`src/rtl/dmem_seq_ctrl.sv`:
```
// DMem burst sequencer: arbitrates vertical/horizontal requesters and issues one DMem beat per cycle.
// Latency: ack in the same cycle as grant, first beat the next cycle; one return cycle after done before the next grant.
// Backpressure: requesters hold req until ack; requests seen during a burst are not acknowledged until the sequencer is idle.
//
// Ports:
//   clk, rst                 clock (rising edge), asynchronous active-low reset
//   v_*/h_*                  requester command: req, wr (1 = write DMem), base address, len (beats - 1), ack pulse
//   we_ram, w_addr, r_addr   DMem write enable and write/read addresses
//   sel_ram_i/sel_ram_o      DMem input/output steering: 2'b10 vertical, 2'b11 horizontal, 2'b00 none
//   busy, done               burst in progress / last-beat pulse
//   beat_cnt                 saturating issued-beat counter, present only with DMEM_SEQ_CTRL_PERF_CNT_EN defined
module dmem_seq_ctrl #(
  parameter int AddrDMEM = 8,
  parameter int LenW     = 4
) (
  input  logic                clk,
  input  logic                rst,
  input  logic                v_req,
  input  logic                v_wr,
  input  logic [AddrDMEM-1:0] v_base,
  input  logic [LenW-1:0]     v_len,
  input  logic                h_req,
  input  logic                h_wr,
  input  logic [AddrDMEM-1:0] h_base,
  input  logic [LenW-1:0]     h_len,
  output logic                v_ack,
  output logic                h_ack,
  output logic                we_ram,
  output logic [1:0]          sel_ram_i,
  output logic [1:0]          sel_ram_o,
  output logic [AddrDMEM-1:0] w_addr,
  output logic [AddrDMEM-1:0] r_addr,
  output logic                busy,
  output logic                done
`ifdef DMEM_SEQ_CTRL_PERF_CNT_EN
  ,
  output logic [15:0]         beat_cnt
`endif
);

  typedef enum logic {S_IDLE, S_RUN} state_t;

  localparam logic [1:0] SEL_V    = 2'b10;
  localparam logic [1:0] SEL_H    = 2'b11;
  localparam logic [1:0] SEL_NONE = 2'b00;

  state_t              state;
  logic                wr_q;
  logic                own_h_q;
  logic                prio_h_q;     // 1: H wins the next tie
  logic                idle_hold_q;  // blocks grant in the return cycle and the first cycle after reset
  logic [AddrDMEM-1:0] addr_q;
  logic [LenW-1:0]     len_q;
  logic [LenW-1:0]     cnt_q;

  logic                can_grant;
  logic                gnt_v;
  logic                gnt_h;
  logic                sel_wr;
  logic [AddrDMEM-1:0] sel_base;
  logic [LenW-1:0]     sel_len;
  logic [1:0]          gnt_code;
  logic [1:0]          own_code;
  logic [AddrDMEM-1:0] addr_nxt;
  logic [LenW-1:0]     cnt_nxt;

  // Round-robin between the two requesters; only one can win per idle cycle.
  assign can_grant = (state == S_IDLE) && !idle_hold_q;
  assign gnt_v     = can_grant && v_req && (!h_req || !prio_h_q);
  assign gnt_h     = can_grant && h_req && (!v_req ||  prio_h_q);
  assign v_ack     = gnt_v;
  assign h_ack     = gnt_h;

  assign sel_wr   = gnt_h ? h_wr   : v_wr;
  assign sel_base = gnt_h ? h_base : v_base;
  assign sel_len  = gnt_h ? h_len  : v_len;
  assign gnt_code = gnt_h ? SEL_H  : SEL_V;
  assign own_code = own_h_q ? SEL_H : SEL_V;

  // Address wraps naturally at 2^AddrDMEM.
  assign addr_nxt = addr_q + AddrDMEM'(1);
  assign cnt_nxt  = cnt_q + LenW'(1);

  always_ff @(posedge clk or negedge rst) begin
    if (!rst) begin
      state       <= S_IDLE;
      wr_q        <= 1'b0;
      own_h_q     <= 1'b0;
      prio_h_q    <= 1'b0;
      idle_hold_q <= 1'b1;
      addr_q      <= '0;
      len_q       <= '0;
      cnt_q       <= '0;
      we_ram      <= 1'b0;
      sel_ram_i   <= SEL_NONE;
      sel_ram_o   <= SEL_NONE;
      w_addr      <= '0;
      r_addr      <= '0;
      busy        <= 1'b0;
      done        <= 1'b0;
    end else begin
      case (state)
        S_IDLE: begin
          idle_hold_q <= 1'b0;
          if (gnt_v || gnt_h) begin
            // Latch the command and present beat 0 on the same edge.
            state     <= S_RUN;
            wr_q      <= sel_wr;
            own_h_q   <= gnt_h;
            prio_h_q  <= gnt_v;
            addr_q    <= sel_base;
            len_q     <= sel_len;
            cnt_q     <= '0;
            busy      <= 1'b1;
            done      <= (sel_len == '0);
            we_ram    <= sel_wr;
            sel_ram_i <= sel_wr ? gnt_code : SEL_NONE;
            sel_ram_o <= sel_wr ? SEL_NONE : gnt_code;
            w_addr    <= sel_wr ? sel_base : '0;
            r_addr    <= sel_wr ? '0 : sel_base;
          end
        end
        S_RUN: begin
          if (cnt_q == len_q) begin
            state       <= S_IDLE;
            idle_hold_q <= 1'b1;
            cnt_q       <= '0;
            busy        <= 1'b0;
            done        <= 1'b0;
            we_ram      <= 1'b0;
            sel_ram_i   <= SEL_NONE;
            sel_ram_o   <= SEL_NONE;
            w_addr      <= '0;
            r_addr      <= '0;
          end else begin
            cnt_q  <= cnt_nxt;
            addr_q <= addr_nxt;
            done   <= (cnt_nxt == len_q);
            w_addr <= wr_q ? addr_nxt : '0;
            r_addr <= wr_q ? '0 : addr_nxt;
            // Steering stays on the latched owner for the whole burst.
            sel_ram_i <= wr_q ? own_code : SEL_NONE;
            sel_ram_o <= wr_q ? SEL_NONE : own_code;
          end
        end
        default: state <= S_IDLE;
      endcase
    end
  end

`ifdef DMEM_SEQ_CTRL_PERF_CNT_EN
  // busy is high for exactly one cycle per issued beat.
  logic [15:0] beat_cnt_q;

  always_ff @(posedge clk or negedge rst) begin
    if (!rst) begin
      beat_cnt_q <= '0;
    end else if (busy && (beat_cnt_q != 16'hFFFF)) begin
      beat_cnt_q <= beat_cnt_q + 16'd1;
    end
  end

  assign beat_cnt = beat_cnt_q;
`endif

endmodule

```
`config.mk`:
```
export PLATFORM = sky130hd
export DESIGN_NAME = dmem_seq_ctrl
export DESIGN_NICKNAME = d
export VERILOG_FILES = /design/src/rtl/dmem_seq_ctrl.sv
export SDC_FILE = /design/constraint.sdc
export NUM_CORES = 1
export LEC_CHECK = 0
export ABC_AREA = 1
export CAP_MARGIN = 5
export CORE_MARGIN = 4
export CORE_UTILIZATION = 43
export DETAILED_ROUTE_END_ITERATION = 8
export PLACE_DENSITY_LB_ADDON = 0.3
export SETUP_SLACK_MARGIN = 0.4
export SLEW_MARGIN = 10
export SYNTH_ARGS = -nofsm -noshare
export SYNTH_HDL_FRONTEND = slang
export SYNTH_SLANG_ARGS = --single-unit
```
`constraint.sdc`:
```
create_clock -name clk -period 2.35 [get_ports clk]
set_input_delay 0.47 -clock clk [delete_from_list [all_inputs] [get_ports clk]]
set_output_delay 0.47 -clock clk [all_outputs]
set_load 0.02 [all_outputs]
```
Word-level counts from Yosys, hierarchy flattened
Index checks and enable logic that the tools add are counted.

Register bits after elaboration: 44. Output and inout port bits: 25. Logic and storage cells: 83.

Add/sub/neg operators: 2. Equality and inequality tests: 5. Mux-type cells: 44. Bitwise gates (word level): 1. Reductions and logical operators: 16.

Operators with widths (number): $mux W8 (11); $pmux W8 S2 (3); $mux W2 (8); $mux W4 (3); $mux W1 (11); $pmux W1 S2 (5); $add A8 B1 Y8 const B (1); $eq A4 B4 Y1 (2); $pmux W2 S2 (2); $pmux W4 S2 (1); $reduce_and A2 Y1 (3); $logic_and A1 B1 Y1 (5); $add A4 B1 Y4 const B (1); $logic_not A1 Y1 (4); $logic_not A4 Y1 (1); $ne A2 B1 Y1 const B (2); $logic_or A1 B1 Y1 (3); $ne A2 B2 Y1 const B (1); $not A1 Y1 (1).

Depth between registers and ports, before layout
Depth after elaboration: 8. Depth in mapped cells: 11. Mapped depth without buffers: 11.

Worst setup path before layout
No wires, ideal clock.

Path kind: register -> register. Start: register state. End: register busy. Library setup time: 0.120 ns. Arrival time: 1.360 ns. Setup slack: 0.869 ns. Stages on the path, launching flop included: 11. Buffers on the path: 2. Cell sequence: dfrtp_1 -> buf_6 -> nor2_8 -> nand3_2 -> inv_2 -> nor2_8 -> nand2_4 -> inv_2 -> buf_6 -> o21ai_1 -> nand2_1.

Longest elaborated chain between the ends: 7. Elaborated cells between the ends (all ways): 11.

Ends and longest elaborated chain: from (decl) (line 47) `state_t state;`; from (signal assigned) (line 86) `state <= S_IDLE;`; from (signal assigned) (line 107) `state <= S_RUN;`; from (signal assigned) (line 125) `state <= S_IDLE;`; $not A1 Y1 (no line); $logic_and A1 B1 Y1 (line 68) `assign can_grant = (state == S_IDLE) && !idle_hold_q;`; $logic_and A1 B1 Y1 (2 in a row) (line 69) `assign gnt_v = can_grant && v_req && (!h_req || !prio_h_q);`; named net v_ack (line 26) `output logic v_ack,`; $logic_or A1 B1 Y1 (line 105) `if (gnt_v || gnt_h) begin`; $ne A2 B1 Y1 (no line); $reduce_and A2 Y1 (no line); to (signal assigned) (line 99) `busy <= 1'b0;`; to (signal assigned) (line 114) `busy <= 1'b1;`; to (signal assigned) (line 128) `busy <= 1'b0;`; to (decl) (line 33) `output logic busy,`.

The timed path passes the listed nets, and every way through them passes these cells. A chain may end at the register's enable or synchronous reset.

Final worst setup path
Start: register idle_hold_q. End: output h_ack.

Longest elaborated chain between the ends: 4.

Ends and longest elaborated chain: from (decl) (line 51) `logic idle_hold_q;`; from (signal assigned) (line 90) `idle_hold_q <= 1'b1;`; from (signal assigned) (line 104) `idle_hold_q <= 1'b0;`; from (signal assigned) (line 126) `idle_hold_q <= 1'b1;`; $logic_not A1 Y1 (line 68); $logic_and A1 B1 Y1 (line 68); $logic_and A1 B1 Y1 (2 in a row) (line 70) `assign gnt_h = can_grant && h_req && (!v_req || prio_h_q);`; to (decl) (line 27) `output logic h_ack,`.

No other way between the ends.

==> flow_summary.toml <==
[flow_run]
maxCapViolations = 0

[placement]
dp_slack_ns = 0.0771
dp_hpwl_um = 4840
place_congestion = 0.846
io_buffers = 54

[sta]
finalClockSkew_ns = 0.00634
maxSlewViolCount = 0
tns_ns = 0
hold_violations = 0
min_period_over_period_pct = 76.7
finalSetupViolations = 0
slew_headroom_pct = 62.5
rsz0062_at_grt = "no"
hold_ws_ns = 0.241
fmax_mhz = 555
fin_crit_ns = 1.80
setup_ws_ns = 0.549
tightest_slew_ns = 0.562

[floorplanning]
num_rows = 28
die_x_um = 85.8
pin_count = 55
dieArea_um2 = 7350
die_y_um = 85.8
start_util_pct = 44.2
fp.coreArea_um2 = 5890

[clock_tree]
clock_path_buffers = 2
path_clk_slew_ns = 0.08
cts_setup_buffers = 0
cts_resized = 5
cts_buffers = 5
cts-root-buf = "clkbuf_8"
cts_hold_buf = 0
cts.sinks = 44
clk_latency_ns = 0.30
tritoncts = "yes"
htree_levels = 2

[worst_setup_path]
rr_endpoint = "addr_q[4]"
ff2ff_setup_slack_ns = 0.61
crit_path_end_kind = "output port"
crit_end = "h_ack"
crit_start = "idle_hold_q"
cp_max_fo = 6
required_ns = 1.88
worst_ep_arrival_time_ns = 1.33
path_class = "reg -> out"
startpoint_type = "register"
r2r-start = "state"
r2r_cells = 7

[cells_and_area]
layout_commonest_cell = "nand2_1"
layout_common_cells = "145 x nand2_1, 49 x clkdlybuf4s50_1, 45 x nor2_1"
nets = 466
drive_gt1_share_pct = 8.51
areaGrowthSynthToFinish_pct = 28.1
diodes = 0
fin_util_pct = 56.6

[worst_hold_path]
hold_path.class = "in -> async"

[drt]
totalWireLength_um = 6350
routed_via_density = 4.88
route.detailed.drc = 0
dr.pass1.iters = 4
ant_nets = 0
dr_total_vias = 2490
routedWlPerCell_um = 12.5
dr.first_iter.drc_count = 207

[synth]
synth_area_um2 = 2600
synth-warning-count = 0
synth_seq_cells = 44
syn_inst = 375
ys_types = 28
ys_seq_area_share_pct = 42.4
avgSynthCellArea_um2 = 6.93
syn-num-nets = 407

[grt]
grt_pass1_vias = 2356
grt_max_degree = 45
grt_overflow_total = 0
grt_use_total_pct = 18.4
grt_pass1_wl_um = 11000
antenna_found_initial = 0

[power]
peakVddDrop_v = 0.000568
p_per_area_nw_per_um2 = 1330
p_leak_nw = 1.77

[outcome]
status = "finished clean"
-- routing by layer --
metal	GRT usage, %	up-vias	share of wire [%]
met3	3.46	6	5.2
li1	-	1288	-
met5	0	-	0
met1	25.6	1136	45
met2	30.4	60	48
met4	3.45	0	0.87
-- final cells by class --
cell class                      instances  area, µm²
Clock buffer                            6       72.6
Multi-Input combinational cell        275       1240
Sequential cell                        44       1100
Clock inverter                          2       35.0
Tap cell                               75       93.8
Fill cell                             575       2550
Timing Repair Buffer                   63        608
Inverter                               45        175
-- kinds of logic after synthesis --
| group | Yosys count | synth area share, % |
|---|---|---|
| xor gates and xnor gates | 2 | 0.674 |
| DFF | 44 | 42.4 |
| buffers and inverters | 56 | 9.86 |
| AOI/OAI and AO/OA | 43 | 8.76 |
| and+or+nand+nor | 228 | 37.3 |
| adders and majority gates | 2 | 0.962 |
-- synthesized netlist by cell type --
library cell    n  share of area, %
xor2_1          1              0.34
o211ai_1        2              0.58
nand4_1         7               1.7
nand2_4         1              0.43
nor2_1         45               6.5
buf_2           3              0.58
buf_6           4               1.7
nand3_1        20               3.9
dfstp_2         1               1.0
dfrtp_1        43                41
clkinv_4        1              0.34
nor2_8          2               1.5
o21ai_0        23               4.4
inv_1          40               5.8
nand2_1       146                21
inv_2           4              0.58
a31oi_1         1              0.24
or2_2           1              0.24
nand3_2         1              0.39
nand3_4         1              0.67
clkbuf_1        2              0.29
a21oi_2         1              0.34
buf_4           2              0.58
nand2_2         4              0.96
xnor2_1         1              0.34
o22ai_1         2              0.48
ha_1            2              0.96
o21ai_1        14               2.7
-- how the worst min path moves through the flow --
stage | slack (ns) | depth (start not counted) | to
6_report | 0.24 | 2 | prio_h_q
5_1_grt | 0.29 | 2 | len_q[1]
4_1_cts | 0.27 | 2 | prio_h_q
3_5_place_dp | 0.47 | 2 | r_addr[4]
3_3_place_gp | 0.46 | 2 | w_addr[4]
2_1_floorplan | 0.17 | 0 | addr_q[0]
-- where the power goes --
| group | leakage [nW] | total, W | internal (W) | switching [W] |
|---|---|---|---|---|
| Sequential | 0.553 | 0.00135 | 0.00110 | 0.000256 |
| Clock | 0.0552 | 0.000583 | 0.000316 | 0.000267 |
| Combinational | 1.16 | 0.00248 | 0.000927 | 0.00155 |
-- critical path: stages (launching register included) --
cell	delay [ns]
dfstp_2	0.59
nor2_8	0.06
nand3_4	0.10
clkinv_4	0.05
clkdlybuf4s15_2	0.24
-- flip-flops by register name, indices dropped and copies added, names as in the netlist --
signal / cells
sel_ram_o: 2
state: 1
r_addr: 8
we_ram: 1
busy: 1
prio_h_q: 1
sel_ram_i: 2
addr_q: 8
w_addr: 8
wr_q: 1
cnt_q: 4
idle_hold_q: 1
len_q: 4
done: 1
own_h_q: 1
-- through the flow --
step,area [µm²],total power (W),cells
floorplan,2600,0.00307,375
detailed placement,3210,0.00384,502
CTS,3320,0.00441,510
global placement,3210,0.00379,502
finish,3330,0.00442,510
global route,3330,0.00486,510
Power figures use the tool's default switching activity.
